==> src/rtl/axi_full_burst_master.sv <==
// AXI4 full master: turns one local command into a single INCR burst on
// m_axi_full_data. Write data and read data are streamed straight through
// between the local valid/ready ports and the AXI W/R channels.
module axi_full_burst_master #(
    parameter int C_m_axi_full_data_ID_WIDTH   = 1,
    parameter int C_m_axi_full_data_ADDR_WIDTH = 32,
    parameter int C_m_axi_full_data_DATA_WIDTH = 32,
    parameter int C_fsm_width                  = 8
) (
    input  logic                                      axi_aclk,
    input  logic                                      axi_areset,
    input  logic                                      cmd_valid,
    output logic                                      cmd_ready,
    input  logic                                      cmd_write,
    input  logic [C_m_axi_full_data_ADDR_WIDTH-1:0]   cmd_addr,
    input  logic [7:0]                                cmd_len,
    input  logic [C_m_axi_full_data_DATA_WIDTH-1:0]   wr_data,
    input  logic                                      wr_valid,
    output logic                                      wr_ready,
    output logic [C_m_axi_full_data_DATA_WIDTH-1:0]   rd_data,
    output logic                                      rd_valid,
    input  logic                                      rd_ready,
    output logic                                      rd_last,
    output logic                                      done,
    output logic                                      err,
    output logic [C_m_axi_full_data_ID_WIDTH-1:0]     m_axi_full_data_awid,
    output logic [C_m_axi_full_data_ADDR_WIDTH-1:0]   m_axi_full_data_awaddr,
    output logic [7:0]                                m_axi_full_data_awlen,
    output logic [2:0]                                m_axi_full_data_awsize,
    output logic [1:0]                                m_axi_full_data_awburst,
    output logic                                      m_axi_full_data_awvalid,
    input  logic                                      m_axi_full_data_awready,
    output logic [C_m_axi_full_data_DATA_WIDTH-1:0]   m_axi_full_data_wdata,
    output logic [C_m_axi_full_data_DATA_WIDTH/8-1:0] m_axi_full_data_wstrb,
    output logic                                      m_axi_full_data_wlast,
    output logic                                      m_axi_full_data_wvalid,
    input  logic                                      m_axi_full_data_wready,
    input  logic [C_m_axi_full_data_ID_WIDTH-1:0]     m_axi_full_data_bid,
    input  logic [1:0]                                m_axi_full_data_bresp,
    input  logic                                      m_axi_full_data_bvalid,
    output logic                                      m_axi_full_data_bready,
    output logic [C_m_axi_full_data_ID_WIDTH-1:0]     m_axi_full_data_arid,
    output logic [C_m_axi_full_data_ADDR_WIDTH-1:0]   m_axi_full_data_araddr,
    output logic [7:0]                                m_axi_full_data_arlen,
    output logic [2:0]                                m_axi_full_data_arsize,
    output logic [1:0]                                m_axi_full_data_arburst,
    output logic                                      m_axi_full_data_arvalid,
    input  logic                                      m_axi_full_data_arready,
    input  logic [C_m_axi_full_data_ID_WIDTH-1:0]     m_axi_full_data_rid,
    input  logic [C_m_axi_full_data_DATA_WIDTH-1:0]   m_axi_full_data_rdata,
    input  logic [1:0]                                m_axi_full_data_rresp,
    input  logic                                      m_axi_full_data_rlast,
    input  logic                                      m_axi_full_data_rvalid,
    output logic                                      m_axi_full_data_rready
);

    localparam int AW    = C_m_axi_full_data_ADDR_WIDTH;
    localparam int BYTES = C_m_axi_full_data_DATA_WIDTH / 8;
    localparam int SIZE  = (C_m_axi_full_data_DATA_WIDTH == 64) ? 3 : 2;
    localparam logic [AW-1:0] ADDR_MASK = ~(AW'(BYTES - 1));

    typedef enum logic [C_fsm_width-1:0] {
        IDLE,
        W_ADDR,
        W_DATA,
        W_RESP,
        R_ADDR,
        R_DATA,
        DONE
    } state_t;

    state_t          state_q, state_d;
    logic [AW-1:0]   addr_q, addr_d;
    logic [7:0]      len_q, len_d;
    logic [7:0]      cnt_q, cnt_d;
    logic            err_q, err_d;
    logic            awvalid_q, awvalid_d;
    logic            arvalid_q, arvalid_d;

    logic [AW-1:0]   cmd_addr_aligned;
    logic [8:0]      cmd_beats;
    logic [13:0]     cmd_span;
    logic            cmd_crosses_4k;
    logic            last_beat;
    logic            w_beat;
    logic            r_beat;

    // IDs are always zero, so the returned IDs carry no information.
    logic            unused_ids;
    assign unused_ids = ^{m_axi_full_data_bid, m_axi_full_data_rid};

    // Burst footprint check: offset within the 4KB page plus burst bytes.
    always_comb begin
        cmd_addr_aligned = cmd_addr & ADDR_MASK;
        cmd_beats        = {1'b0, cmd_len} + 9'd1;
        cmd_span         = {2'b00, cmd_addr_aligned[11:0]} + ({5'b00000, cmd_beats} << SIZE);
        cmd_crosses_4k   = (cmd_span > 14'd4096);
    end

    assign last_beat = (cnt_q == len_q);
    assign w_beat    = (state_q == W_DATA) && wr_valid && m_axi_full_data_wready;
    assign r_beat    = (state_q == R_DATA) && m_axi_full_data_rvalid && rd_ready;

    // Next-state logic: command acceptance, burst sequencing and error collection.
    always_comb begin
        state_d = state_q;
        addr_d  = addr_q;
        len_d   = len_q;
        cnt_d   = cnt_q;
        err_d   = err_q;
        case (state_q)
            IDLE: begin
                if (cmd_valid) begin
                    addr_d = cmd_addr_aligned;
                    len_d  = cmd_len;
                    cnt_d  = 8'd0;
                    err_d  = 1'b0;
                    if (cmd_crosses_4k) begin
                        err_d   = 1'b1;
                        state_d = DONE;
                    end else begin
                        state_d = cmd_write ? W_ADDR : R_ADDR;
                    end
                end
            end
            W_ADDR: begin
                if (m_axi_full_data_awready) state_d = W_DATA;
            end
            W_DATA: begin
                if (w_beat) begin
                    cnt_d = cnt_q + 8'd1;
                    if (last_beat) state_d = W_RESP;
                end
            end
            W_RESP: begin
                if (m_axi_full_data_bvalid) begin
                    err_d   = err_q | (m_axi_full_data_bresp != 2'b00);
                    state_d = DONE;
                end
            end
            R_ADDR: begin
                if (m_axi_full_data_arready) state_d = R_DATA;
            end
            R_DATA: begin
                if (r_beat) begin
                    cnt_d = cnt_q + 8'd1;
                    if ((m_axi_full_data_rlast != last_beat) || (m_axi_full_data_rresp != 2'b00))
                        err_d = 1'b1;
                    if (last_beat) state_d = DONE;
                end
            end
            DONE:    state_d = IDLE;
            default: state_d = IDLE;
        endcase
        awvalid_d = (state_d == W_ADDR);
        arvalid_d = (state_d == R_ADDR);
    end

    // State and command registers; reset abandons any burst in flight.
    always_ff @(posedge axi_aclk or posedge axi_areset) begin
        if (axi_areset) begin
            state_q   <= IDLE;
            addr_q    <= '0;
            len_q     <= 8'd0;
            cnt_q     <= 8'd0;
            err_q     <= 1'b0;
            awvalid_q <= 1'b0;
            arvalid_q <= 1'b0;
        end else begin
            state_q   <= state_d;
            addr_q    <= addr_d;
            len_q     <= len_d;
            cnt_q     <= cnt_d;
            err_q     <= err_d;
            awvalid_q <= awvalid_d;
            arvalid_q <= arvalid_d;
        end
    end

    assign cmd_ready = (state_q == IDLE) && !axi_areset;
    assign done      = (state_q == DONE);
    assign err       = (state_q == DONE) && err_q;

    assign m_axi_full_data_awid    = '0;
    assign m_axi_full_data_awaddr  = addr_q;
    assign m_axi_full_data_awlen   = len_q;
    assign m_axi_full_data_awsize  = 3'(SIZE);
    assign m_axi_full_data_awburst = 2'b01;
    assign m_axi_full_data_awvalid = awvalid_q;

    assign m_axi_full_data_wdata   = wr_data;
    assign m_axi_full_data_wstrb   = '1;
    assign m_axi_full_data_wvalid  = (state_q == W_DATA) && wr_valid;
    assign m_axi_full_data_wlast   = (state_q == W_DATA) && last_beat;
    assign wr_ready                = (state_q == W_DATA) && m_axi_full_data_wready;
    assign m_axi_full_data_bready  = (state_q == W_RESP);

    assign m_axi_full_data_arid    = '0;
    assign m_axi_full_data_araddr  = addr_q;
    assign m_axi_full_data_arlen   = len_q;
    assign m_axi_full_data_arsize  = 3'(SIZE);
    assign m_axi_full_data_arburst = 2'b01;
    assign m_axi_full_data_arvalid = arvalid_q;

    assign rd_data                 = m_axi_full_data_rdata;
    assign rd_valid                = (state_q == R_DATA) && m_axi_full_data_rvalid;
    assign rd_last                 = (state_q == R_DATA) && last_beat;
    assign m_axi_full_data_rready  = (state_q == R_DATA) && rd_ready;

endmodule

==> config.mk <==
export PLATFORM = sky130hd
export DESIGN_NAME = axi_full_burst_master
export DESIGN_NICKNAME = d
export VERILOG_FILES = /design/src/rtl/axi_full_burst_master.sv
export SDC_FILE = /design/constraint.sdc
export NUM_CORES = 1
export LEC_CHECK = 0
export ABC_AREA = 1
export BUFFER_PORTS_ARGS = -buffer_cell sky130_fd_sc_hd__buf_4
export CAP_MARGIN = 20
export CORE_AREA = 2 2 113 115
export CTS_CLUSTER_DIAMETER = 120
export DETAILED_ROUTE_END_ITERATION = 6
export DIE_AREA = 0 0 115 117
export GPL_ROUTABILITY_DRIVEN = 0
export PLACE_DENSITY = 0.71
export REMOVE_ABC_BUFFERS = 1
export SLEW_MARGIN = 25
export SYNTH_ARGS = -nofsm -noshare
export SYNTH_HDL_FRONTEND = slang
export SYNTH_SLANG_ARGS = --single-unit
==> constraint.sdc <==
create_clock -name axi_aclk -period 4.6 [get_ports axi_aclk]
set_clock_uncertainty 0.05 [all_clocks]
set_input_delay 1.38 -clock axi_aclk [delete_from_list [all_inputs] [get_ports axi_aclk]]
set_output_delay 1.38 -clock axi_aclk [all_outputs]
set_load 0.01 [all_outputs]
# Word level (Yosys, flattened, before mapping)
# Cells that the tools add are included.
word_totals:
  reg_bits: 57
  input_bits: 122
  wordCells: 68
classes:
  add_sub_neg: 3
  order_cmp: 1
  n_eq_ne: 15
  mux: 21
  bitwise_logic: 1
  n_reduce_logical: 20
ops:
  columns: ["cell", "count"]
  rows:
  - ["2-to-1 mux 8 bit", 11]
  - ["case mux 8 bit (6 select lines)", 1]
  - ["== test 8 x 3 -> 1 bit (second input constant)", 4]
  - ["case mux 8 bit (3 select lines)", 1]
  - ["== test 8 x 1 -> 1 bit (second input constant)", 2]
  - ["== test 8 x 2 -> 1 bit (second input constant)", 2]
  - ["adder 12 x 11 -> 13 bit", 1]
  - ["greater-than comparator 13 bit (second input constant)", 1]
  - ["logical AND 1 bit", 10]
  - ["adder 8 x 1 -> 9 bit (second input constant)", 1]
  - ["adder 8 x 1 -> 8 bit (second input constant)", 1]
  - ["== test 8 bit", 1]
  - ["zero test 8 bit", 1]
  - ["!= test 2 bit (second input constant)", 4]
  - ["2-to-1 mux 3 bit", 2]
  - ["nonzero test 3 bit", 2]
  - ["2-to-1 mux 1 bit", 5]
  - ["AND reduction 5 bit", 1]
  - ["AND reduction 4 bit", 1]
  - ["nonzero test 2 bit", 2]
  - ["case mux 1 bit (3 select lines)", 1]
  - ["!= test 2 x 1 -> 1 bit (second input constant)", 1]
  - ["AND reduction 2 bit", 1]
  - ["zero test 1 bit", 1]
  - ["other kinds (3)", 3]

# Depth between registers and ports, before layout
# Gate-level depths: netlist of the first run.
depth:
  word_depth: 7
  ltp_mapped: 21
  ltp_nobuf: 21

# Worst setup path before layout of the first run
# OpenSTA, ideal clock, no wires.
synth_path:
  kind: "input port to flip-flop"
  start: "input port cmd_len[0]"
  end: "register arvalid_q (netlist: m_axi_full_data_arvalid)"
  setup_time_ns: 0.121
  arrival_time_ns: 3.448
  required_time_ns: 4.429
  path_slack_ns: 0.981
  cell_stages: 19
  cell_sequence: "inv_1 nor3_1 nand3_1 nor2_1 nand2_1 xor2_1 ha_1 nand2_1 inv_1 a21oi_1 nand3_1 nand2_2 nand3_2 o21ai_4 nand2_2 nand2_2 nand2_4 nand2_2 nor2_2"
synth_between:
  elab_chain_len: 7
synth_rtl:
  columns: ["element", "line_no", "text"]
  rows:
  - ["start: declaration", "16", "input logic [7:0] cmd_len,"]
  - ["adder 8 x 1 -> 9 bit", "95", "cmd_beats = {1'b0, cmd_len} + 9'd1;"]
  - ["adder 12 x 11 -> 13 bit", "96", "cmd_span = {2'b00, cmd_addr_aligned[11:0]} + ({5'b00000, cmd_beats} << SIZE);"]
  - ["greater-than comparator 13 bit", "97", "cmd_crosses_4k = (cmd_span > 14'd4096);"]
  - ["2-to-1 mux 3 bit", "118", "if (cmd_crosses_4k) begin"]
  - ["2-to-1 mux 8 bit", "113", "if (cmd_valid) begin"]
  - ["case mux 8 bit (6 select lines)", "111", "case (state_q)"]
  - ["via state_d[2]", "72", "state_t state_q, state_d;"]
  - ["== test 8 x 3 -> 1 bit", "156", "arvalid_d = (state_d == R_ADDR);"]
  - ["via arvalid_d", "78", "logic arvalid_q, arvalid_d;"]
  - ["end signal: assignment", "176", "arvalid_q <= arvalid_d;"]
  - ["end: declaration", "78", null]
# The timed path passes the listed nets, and every way through them passes these cells.
# A chain may end at the register's enable or synchronous reset.

# Final worst setup path of the first run
# Same ends and word-level chain as after synthesis.

==> results.md, run 1 <==
- Status: complete, no violations
- Gates resized, CTS repair: 0
- Die H: 117 microns
- Final setup viols: 0
- Hold buffer count at CTS: 0
- HPWL after DPL: 16000 microns
- Critical path endpoint category: flip-flop
- Most used cell along the critical path: nand2_2
- Tightest Pin Transition: 886 ps
- Slowest-stage cell, CP: ha_1
- Max cap viols: 0
- DRT Pass-1 Iters: 4
- CP Launch Type: input port
- Leak Pwr: 2.90 nW
- CTS Root Cell: clkbuf_16
- Sequential element share of the synthesized area: 31.9%
- Clock Sinks: 57
- Initial antenna violation count: 0
- CTS Buffer Depth: 2
- Worst VDD drop: 0.171 mV
- TritonCTS buffer count: 9
- GRT Util Overall: 27.0%
- Final core occ: 41.9%
- Chip width: 115 microns
- Total grt overflow: 0
- CP max stage delay: 340 ps
- WP data required: 4760 ps
- Final ANT Viol Nets: 0
- Final Hold Fails: 0
- Vias in the first global route: 3457
- WL per Instance: 22.8 microns
- Pin count of the biggest net entering global routing: 47
- Final Cycle Share: 83.0%
- Yosys warning total: 0
- Final min period: 3820 ps
- Count of pins over their slew limit: 0
- CTS tree: built
- Crit path arrival time: 3970 ps
- H-Tree Level Count: 3
- Post-CTS setup repair buffer count: 0
- Row count: 41
- RSZ-0062 raised after global routing: no
- DRC: 0
- DR vias: 3695
- First-pass GRT wire length: 24700 microns
- Worst setup path category: input port to flip-flop
- Antenna Cells: 0
- P&R area growth vs syn: 15.1%
- Fraction of layout cells with a size suffix above 1: 30.8%
- Top cells by area, synth: dfrtp_1 32%, buf_4 21%, nand2_1 15%, inv_1 4.9%, ha_1 3.6%
- Fin Setup TNS: 0 ps
- Clock slew seen by the registers of the worst setup and hold paths: 50 ps
- CP Max Fanout: 5
- Routed WL: 18300 microns
- Initial core utilization: 36.4%
- Synth area leader: dfrtp_1
- R2R setup slack: 2380 ps
- Cell Pwr Density: 370 nW/um^2
- Crit-path cells: buf_4, inv_1, nor3_1, nand3_1, nor2_1, nand2_1, xor2_1, ha_1, nand2_1, inv_1, a21oi_1, nand3_1, nand2_2, nand3_2, o21ai_4, nand2_2, nand2_2, nand2_4, nand2_2, nor2_2
- I/O pins: 294
- Worst min-delay path category: flip-flop to flip-flop
- Fmax: 262 MHz
- Post-synth cell types: 39
- Relative slew slack: 40.9%
- Port bufs: 141
- Area share of the largest cell type after synthesis: 31.9%
- Seq cells post-synth: 57
- DR vias/cell: 4.60
- Kind of cell adding the most delay to the critical path: simple AND/OR/NAND/NOR gates
- Die area: 13500 sq um
- Core ar.: 12300 sq um
- Crit path buf inv count: 3
- Cell count after synthesis: 603
- Initial DRC Count: 129
- Nets: 784
- Cell Area, Synth: 4480 sq um
- Clock latency at the later pin of the worst-skew pair: 320 ps
- Syn avg cell area: 7.42 sq um
where the power goes:
group | switching (mW) | internal [mW] | leakage (nW) | total [mW]
Sequential | 0.0821 | 0.581 | 0.729 | 0.663
Clock | 0.230 | 0.463 | 0.153 | 0.693
Combinational | 0.273 | 0.277 | 2.02 | 0.550
Total | 0.585 | 1.32 | 2.90 | 1.91
metrics by stage:
stage                     cells  setup slack [ps]  hold slack [ps]  total power, mW  cell area [sq um]
after floorplan             494               979              437            0.913               3580
after global routing        803               512              466             2.02               5150
after detailed placement    787               472              439             1.23               4840
after CTS                   803               810              452             1.92               5150
final                       803               783              449             1.91               5150
after global placement      787               517              432             1.21               4840
path summary, 6_finish.rpt:
| path | startpoint | end | cells after the start |
|---|---|---|---|
| max in group asynchronous | axi_areset | m_axi_full_data_arlen[4]$_DFFE_PP0P_ | 3 |
| max | cmd_len[0] | m_axi_full_data_arvalid$_DFF_PP0_ | 20 |
| min in group asynchronous | axi_areset | cnt_q[3]$_DFFE_PP0P_ | 2 |
| min | m_axi_full_data_araddr[16]$_DFFE_PP0P_ | m_axi_full_data_araddr[16]$_DFFE_PP0P_ | 2 |
| max reg2reg | state_q[5]$_DFF_PP0_ | m_axi_full_data_arvalid$_DFF_PP0_ | 8 |
| min reg2reg | m_axi_full_data_araddr[16]$_DFFE_PP0P_ | m_axi_full_data_araddr[16]$_DFFE_PP0P_ | 2 |
placed cells by master (no fill, tap or decap), types with 2 or more instances in the layout:
cell type	count
nand2_1	180
buf_4	143
inv_1	57
dfrtp_1	57
nor2_1	29
nand3_1	27
conb_1	25
xor2_1	14
o21ai_1	14
ha_1	13
nand2_2	10
clkbuf_16	9
inv_2	8
nand4_1	7
a21oi_1	6
nand3_2	5
nor2_2	4
nor2_4	4
nor3_1	4
xnor2_1	4
nor3_2	3
o21ai_0	3
a21oi_2	3
clkbuf_8	3
nand2_4	2
o22ai_1	2
o211ai_1	2
nor3b_1	2
clkbuf_1	2
cells by family after synthesis:
kind of cell,Yosys count,synth area share [%]
fa+ha+maj,14,4.08
compound gates,32,4.33
buf+inv,199,27.7
xor+xnor,19,3.88
simple gates,280,28.0
flops,57,31.9
other cells,2,0.168
flip-flops by register name (all words and copies together) (netlist names):
signal and flops:
m_axi_full_data_awvalid 1, state_q 8, m_axi_full_data_araddr 30, err_q 1, m_axi_full_data_arlen 8, cnt_q 8
m_axi_full_data_arvalid 1
synth_stat cells, drive strengths merged:
cell and count:
nand2 192, buf 128, inv 66, dfrtp 57, nor2 37, nand3 32, o21ai 19, xor2 14
ha 13, a21oi 9, nand4 7, nor3 7, xnor2 5, clkbuf 4, conb 2, nor3b 2
o211ai 2, o22ai 2, clkinv 1, fa 1, nand3b 1, nor4 1, or2 1
routing by layer:
| metal | GRT usage, % | vias to the layer above | part of all wire (%) |
|---|---|---|---|
| met5 | 5.56 | - | 0.43 |
| met3 | 24.6 | 39 | 20 |
| met4 | 17.6 | 2 | 7.8 |
| met2 | 45.0 | 248 | 47 |
| li1 | - | 1798 | - |
| met1 | 19.4 | 1608 | 25 |
area by class of cell:
type / count / area, sq um
Clock inverter: 2 / 35.0
Sequential cell: 57 / 1430
Tap cell: 150 / 188
Clock buffer: 14 / 274
Inverter: 67 / 259
Fill cell: 1310 / 7160
Multi-Input combinational cell: 370 / 1900
Timing Repair Buffer: 143 / 1070
worst min-delay path, stage by stage (launching register included):
cell	delay (ps)
dfrtp_1	360
nand2_1	60
nand2_1	50
Power figures use the tool's default switching activity.
==> run 2, diff against run 1 <==
Settings changed: CORE_AREA 2 2 113 115 to unset, CORE_ASPECT_RATIO set to 0.75, CORE_MARGIN set to 2, CORE_UTILIZATION set to 39, DIE_AREA 0 0 115 117 to unset, PLACE_DENSITY 0.71 to 0.78.
Clock period 4.6 ns to 3.15 ns, I/O delays scaled along.
==> run 2 against run 1 <==
- global-route usage rose by 3.3 points
- core utilization rose by 8.0 points
- worst setup slack got worse by 650 ps
- first-iteration DRC count grew 140%
- critical path type unchanged
- critical endpoint unchanged
- highest routed layer unchanged
==> results.md, run 2 (synthesized netlist as in run 1, its figures left out) <==
- Status: complete, no violations (unchanged)
- Initial DRC Count: 305 (was 129)
- Final setup viols: 0 (unchanged)
- R2R Path Start: state_q[0]$_DFF_PP0_ (was state_q[5]$_DFF_PP0_)
- CTS tree: built (unchanged)
- CTS Root Cell: clkbuf_16 (unchanged)
- Antenna Cells: 0 (unchanged)
- Row count: 33 (was 41)
- CP max stage delay: 300 ps (was 340 ps)
- Final Hold Fails: 0 (unchanged)
- TritonCTS buffer count: 9 (unchanged)
- Die H: 96.8 microns (was 117 microns)
- Final core occ: 49.9% (was 41.9%)
- Area of the multi-input gates: 2080 sq um (was 1900 sq um)
- Pin count of the biggest net entering global routing: 47 (unchanged)
- Final ANT Viol Nets: 0 (unchanged)
- Tightest Pin Transition: 624 ps (was 886 ps)
- Chip width: 128 microns (was 115 microns)
- Fin Setup TNS: 0 ps (unchanged)
- Port bufs: 141 (unchanged)
- Leak Pwr: 3.01 nW (was 2.90 nW)
- CP Max Fanout: 4 (was 5)
- Relative slew slack: 58.4% (was 40.9%)
- CP Launch Type: input port (unchanged)
- Total grt overflow: 0 (unchanged)
- Initial antenna violation count: 0 (unchanged)
- Fraction of layout cells with a size suffix above 1: 38.2% (was 30.8%)
- Final Non-Filler Cells: 807 (was 803)
- Dpl ws: -281 ps (was 472 ps)
- DRC: 0 (unchanged)
- Initial core utilization: 40.5% (was 36.4%)
- Routed WL: 19000 microns (was 18300 microns)
- Commonest non-fill, non-tap cells in the layout: 170 x nand2_1, 152 x buf_4, 57 x dfrtp_1 (was 180 x nand2_1, 143 x buf_4, 57 x inv_1, 57 x dfrtp_1, 29 x nor2_1)
- Max reg flops: 30 (unchanged)
- Reg area: 1430 sq um (unchanged)
- First-pass GRT wire length: 25700 microns (was 24700 microns)
- Post-Place Cells: 789 (was 787)
- Hold_ws: 448 ps (was 449 ps)
- Worst setup path category: input port to flip-flop (unchanged)
- WHS Path Cells: 2 (unchanged)
- RSZ-0062 raised after global routing: yes (was no)
- Crit-path cells: buf_8, ha_4, nand2_2, inv_2, nand4_1, buf_4, nor3b_4, ha_1, nand2_2, inv_1, a21oi_2, nand3_1, nand2_1, nand3_2, o21ai_4, nand2_2, nand2_2, nand2_4, nand2_2, nor2_2 (was buf_4, inv_1, nor3_1, nand3_1, nor2_1, nand2_1, xor2_1, ha_1, nand2_1, inv_1, a21oi_1, nand3_1, nand2_2, nand3_2, o21ai_4, nand2_2, nand2_2, nand2_4, nand2_2, nor2_2)
- Max cap viols: 0 (unchanged)
- Hold buffer count at CTS: 0 (unchanged)
- Fill cells: 1054 (was 1310)
- GRT Util Overall: 30.4% (was 27.0%)
- Clock Sinks: 57 (unchanged)
- CTS Buffer Depth: 2 (unchanged)
- Int Power: 2.13 mW (was 1.32 mW)
- DRT Pass-1 Iters: 4 (unchanged)
- Met3 usage: 30.6% (was 24.6%)
- Nets: 798 (was 784)
- GRT Max-Usage Layer: met2 (unchanged)
- H-Tree Level Count: 3 (unchanged)
- DR vias/cell: 4.73 (was 4.60)
- Finished Cell Area: 5520 sq um (was 5150 sq um)
- Tot Pwr: 3.01 mW (was 1.91 mW)
- Final Cycle Share: 95.6%
- Sw Pwr: 0.884 mW (was 0.585 mW)
- I/O pins: 294 (unchanged)
- R2R setup slack: 1040 ps (was 2380 ps)
- Final min period: 3010 ps
- DR vias: 3821 (was 3695)
- Vias in the first global route: 3495 (was 3457)
- Endpoint, Worst Hold: m_axi_full_data_araddr[13]$_DFFE_PP0P_ (was m_axi_full_data_araddr[16]$_DFFE_PP0P_)
- HPWL after DPL: 16300 microns (was 16000 microns)
- Most used cell along the critical path: nand2_2 (unchanged)
- Combinational power share: 28.9% (about the same)
- Crit path arrival time: 3160 ps (was 3970 ps)
- Cell Pwr Density: 545 nW/um^2 (was 370 nW/um^2)
- Crit path buf inv count: 4 (was 3)
- Sw Ratio: 29.4% (was 30.7%)
- WL per Instance: 23.5 microns (was 22.8 microns)
- Clock slew seen by the registers of the worst setup and hold paths: 50 ps (about the same)
- Critical path endpoint category: flip-flop (unchanged)
- Slowest-stage cell, CP: ha_1 (unchanged)
- Met1 GRT Util: 23.1% (was 19.4%)
- Global-route met2 utilization: 49.5% (was 45.0%)
- Hold Crit Start: m_axi_full_data_araddr[13]$_DFFE_PP0P_ (was m_axi_full_data_araddr[16]$_DFFE_PP0P_)
- Core ar.: 11100 sq um (was 12300 sq um)
- Worst-case reg-to-reg path depth: 9 (was 8)
- WP data required: 3300 ps (was 4760 ps)
- Worst setup path startpoint: cmd_len[1] (was cmd_len[0])
- Commonest non-fill, non-tap cell in the layout: nand2_1 (unchanged)
- Kind of cell adding the most delay to the critical path: simple AND/OR/NAND/NOR gates (unchanged)
- Worst VDD drop: 0.246 mV (was 0.171 mV)
- Sequential Power Share: 32.2% (was 34.8%)
- Fmax: 332 MHz
- Count of pins over their slew limit: 0 (unchanged)
- Clock latency at the later pin of the worst-skew pair: 320 ps (about the same)
- Die area: 12400 sq um (was 13500 sq um)
- Area post-placement: 4930 sq um (was 4840 sq um)
- Clock Power Share: 38.9% (was 36.3%)
- Worst setup margin: 138 ps (was 783 ps)
- P&R area growth vs syn: 23.4% (was 15.1%)
- Worst min-delay path category: flip-flop to flip-flop (unchanged)
- Worst reg2reg endpoint: cnt_q[0]$_DFFE_PP0P_ (was m_axi_full_data_arvalid$_DFF_PP0_)
==> run 2: cell count changes in the layout (fill, tap and decap cells not counted), moves of 6 or more <==
cell,previous run,this run
nand2_2,10,19
inv_1,57,49
nand2_1,180,170
inv_2,8,14
ha_1,13,6
buf_4,143,152
ha_4,0,6
==> run 2: worst min-delay path, stage by stage (launching register included) <==
cell and delay [ps]:
dfrtp_1 360, nand2_1 60, nand2_1 50
==> run 2: how the worst max path moves through the flow <==
stage                                              endpoint  slack [ps]  cells after the start
after floorplan           m_axi_full_data_arvalid$_DFF_PP0_         -40                     19
after global placement    m_axi_full_data_arvalid$_DFF_PP0_        -290                     20
after detailed placement  m_axi_full_data_arvalid$_DFF_PP0_        -280                     20
after CTS                 m_axi_full_data_arvalid$_DFF_PP0_          40                     20
after global routing      m_axi_full_data_arvalid$_DFF_PP0_         -30                     22
final                     m_axi_full_data_arvalid$_DFF_PP0_         140                     20
==> run 2: timing repair <==
action / 4_1_cts / 5_1_grt
setup buffers: 0 / 2
setup endpoints to repair: 0 / 6
gates resized for setup: 0 / 51
==> run 2: layout make-up <==
type	count	area share [%]
well taps	140	3.17
multi-input cells	370	37.7
inverters	67	4.78
clock inverters	4	1.77
flip-flops and latches	57	25.8
repair buffers	157	22.0
clock buffers	12	4.83
==> run 2: per-layer routing <==
metal	wire (microns)	vias to the layer above
li1	-	1833
met4	950	2
met3	3920	28
met5	101	-
met1	4850	1710
met2	9150	248
==> run 2: power by group through the flow <==
| stage | combinational [mW] | sequential, mW | clock (mW) |
|---|---|---|---|
| after floorplan | 0.279 | 1.05 | 0 |
| after global placement | 0.804 | 0.975 | 0 |
| after detailed placement | 0.822 | 0.979 | 0 |
| after CTS | 0.826 | 0.969 | 1.19 |
| after global routing | 0.952 | 0.986 | 1.22 |
| final | 0.870 | 0.969 | 1.17 |
==> run 3, diff against run 2 <==
Clock period 3.15 ns to 2.6 ns, I/O delays scaled along.
==> run 3 against run 2 <==
- cell count increased by 1.4%
- non-clock buffer count rose by 11
- total power increased by 16%
- core utilization is 0.21 points higher
- sequential power up 21%
- worst setup slack worse by 370 ps
- the run now ends with setup timing left
- clock power up 8%
- global-route usage rose by 0.17 points
- combinational power increased by 23%
- register-to-register slack worse by 390 ps
- first-iteration DRC count fell by 26%
- design area rose by 0.43%
==> results.md, run 3 (synthesized netlist as in run 1, its figures left out) <==
- Status: complete, but fails checks (was complete, no violations)
- Failing checks: setup timing
- WL per Instance: 23.4 microns (was 23.5 microns)
- DR vias/cell: 4.85 (was 4.73)
- Die H: 96.8 microns (unchanged)
- Fraction of layout cells with a size suffix above 1: 38.5% (was 38.2%)
- Area post-placement: 5000 sq um (was 4930 sq um)
- Chip width: 128 microns (unchanged)
- R2R Path Start: state_q[2]$_DFF_PP0_ (was state_q[0]$_DFF_PP0_)
- CTS Root Cell: clkbuf_16 (unchanged)
- Final ANT Viol Nets: 0 (unchanged)
- Total grt overflow: 0 (unchanged)
- Final Cycle Share: 109%
- Pin count of the biggest net entering global routing: 47 (unchanged)
- Relative slew slack: 58.2% (was 58.4%)
- Finished Cell Area: 5550 sq um (was 5520 sq um)
- First-pass GRT wire length: 26300 microns (was 25700 microns)
- Fmax: 353 MHz
- Worst VDD drop: 0.301 mV (was 0.246 mV)
- Leak Pwr: 3.03 nW (was 3.01 nW)
- Port bufs: 141 (unchanged)
- Commonest non-fill, non-tap cell in the layout: nand2_1 (unchanged)
- Fill cells: 1034 (was 1054)
- Vias in the first global route: 3706 (was 3495)
- Antenna Cells: 0 (unchanged)
- Clock Sinks: 57 (unchanged)
- Final Hold Fails: 0 (unchanged)
- DRT Pass-1 Iters: 5 (was 4)
- Nets: 809 (was 798)
- Hold Crit Start: m_axi_full_data_araddr[13]$_DFFE_PP0P_ (unchanged)
- Tot Pwr: 3.50 mW (was 3.01 mW)
- Crit path arrival time: 2990 ps (was 3160 ps)
- DR vias: 3969 (was 3821)
- CTS Buffer Depth: 2 (unchanged)
- I/O pins: 294 (unchanged)
- R2R setup slack: 650 ps (was 1040 ps)
- Commonest non-fill, non-tap cells in the layout: 171 x nand2_1, 163 x buf_4, 57 x dfrtp_1 (was 170 x nand2_1, 152 x buf_4, 57 x dfrtp_1)
- H-Tree Level Count: 3 (unchanged)
- Final setup viols: 6 (was 0)
- RSZ-0062 raised after global routing: yes (unchanged)
- Die area: 12400 sq um (unchanged)
- Clock slew seen by the registers of the worst setup and hold paths: 50 ps (about the same)
- Tightest Pin Transition: 626 ps (was 624 ps)
- DRC: 0 (unchanged)
- Worst setup path category: input port to flip-flop (unchanged)
- Routed WL: 19100 microns (was 19000 microns)
- Clock latency at the later pin of the worst-skew pair: 320 ps (about the same)
- Cell Pwr Density: 631 nW/um^2 (was 545 nW/um^2)
- Max reg flops: 30 (unchanged)
- Worst reg2reg endpoint: m_axi_full_data_arvalid$_DFF_PP0_ (was cnt_q[0]$_DFFE_PP0P_)
- Row count: 33 (unchanged)
- P&R area growth vs syn: 23.9% (was 23.4%)
- Endpoint, Worst Hold: m_axi_full_data_araddr[13]$_DFFE_PP0P_ (unchanged)
- WHS Path Cells: 2 (unchanged)
- Final min period: 2830 ps
- Worst-case reg-to-reg path depth: 10 (was 9)
- Worst setup margin: -231 ps (was 138 ps)
- Critical path endpoint category: flip-flop (unchanged)
- Max cap viols: 0 (unchanged)
- Worst min-delay path category: flip-flop to flip-flop (unchanged)
- Count of pins over their slew limit: 0 (unchanged)
- CP Launch Type: input port (unchanged)
- HPWL after DPL: 16400 microns (was 16300 microns)
- CP Max Fanout: 4 (unchanged)
- GRT Util Overall: 30.5% (was 30.4%)
- WP data required: 2760 ps (was 3300 ps)
- Initial antenna violation count: 0 (unchanged)
- Hold buffer count at CTS: 0 (unchanged)
- Initial DRC Count: 227 (was 305)
- CTS tree: built (unchanged)
- Core ar.: 11100 sq um (unchanged)
- TritonCTS buffer count: 9 (unchanged)
- Initial core utilization: 40.5% (unchanged)
## run 3: through the flow
step | util (%) | TNS [ps] | hold WS, ps | std cells | setup slack (ps)
global route | 50.1 | -1850 | 477 | 818 | -376
detailed placement | 45.2 | -3630 | 437 | 798 | -700
global placement | 45.2 | -3270 | 432 | 798 | -640
finish | 50.1 | -966 | 448 | 818 | -231
floorplan | - | -1940 | 437 | 494 | -421
CTS | 49.2 | -650 | 449 | 816 | -179
## run 3: worst max-delay path by stage
stage | start | endpoint | slack, ps | cells past startpoint
final | cmd_len[0] | m_axi_full_data_arvalid$_DFF_PP0_ | -230 | 20
after global routing | cmd_len[0] | err_q$_DFFE_PP0P_ | -380 | 21
after CTS | cmd_len[2] | m_axi_full_data_arvalid$_DFF_PP0_ | -180 | 21
after detailed placement | cmd_len[0] | m_axi_full_data_arvalid$_DFF_PP0_ | -700 | 20
after global placement | cmd_len[0] | m_axi_full_data_arvalid$_DFF_PP0_ | -640 | 20
after floorplan | cmd_len[0] | m_axi_full_data_arvalid$_DFF_PP0_ | -420 | 19
## run 3: cell type report
cell class	instances	area (sq um)	share of cell area, %
inverter	67	267	4.80
tap	140	175	3.16
clock inverter	7	95.1	1.71
sequential	57	1430	25.7
clock buffer	9	225	4.06
multi-input combinational	370	2060	37.2
timing repair buffer	168	1300	23.4
## run 3: critical path, cell delays in order
cell and delay (ps):
buf_8 80, inv_4 30, nor3_4 200, nand3_2 100
nor2_1 100, nand2_1 70, xor2_1 140, ha_1 350
nand2_2 130, inv_1 70, a21oi_2 140, nand3_1 90
nand2_1 80, nand3_2 90, o21ai_4 230, nand2_2 90
nand2_2 80, nand2_4 50, nand2_2 60, nor2_2 30
## run 3: repair_timing
item	in CTS	in global routing
gates resized for setup	27	20
setup endpoints to repair	6	9
buffers inserted	2	2
pin swaps	31	19
## run 3: report_power, final
group	internal (mW)	switching (mW)	total [mW]	leakage, nW
registers	1.03	0.145	1.17	0.729
clock network	0.836	0.427	1.26	0.144
logic	0.542	0.523	1.07	2.16
total	2.41	1.09	3.50	3.03
## run 3: metal layers
layer	global-route usage [%]	share of wire (%)	wire length, microns	vias up
li1	-	-	-	1846
met2	51.3	49	9280	283
met4	12.3	4.6	884	6
met1	22.8	25	4760	1802
met3	29.3	21	3970	32
met5	12.6	1.1	210	-
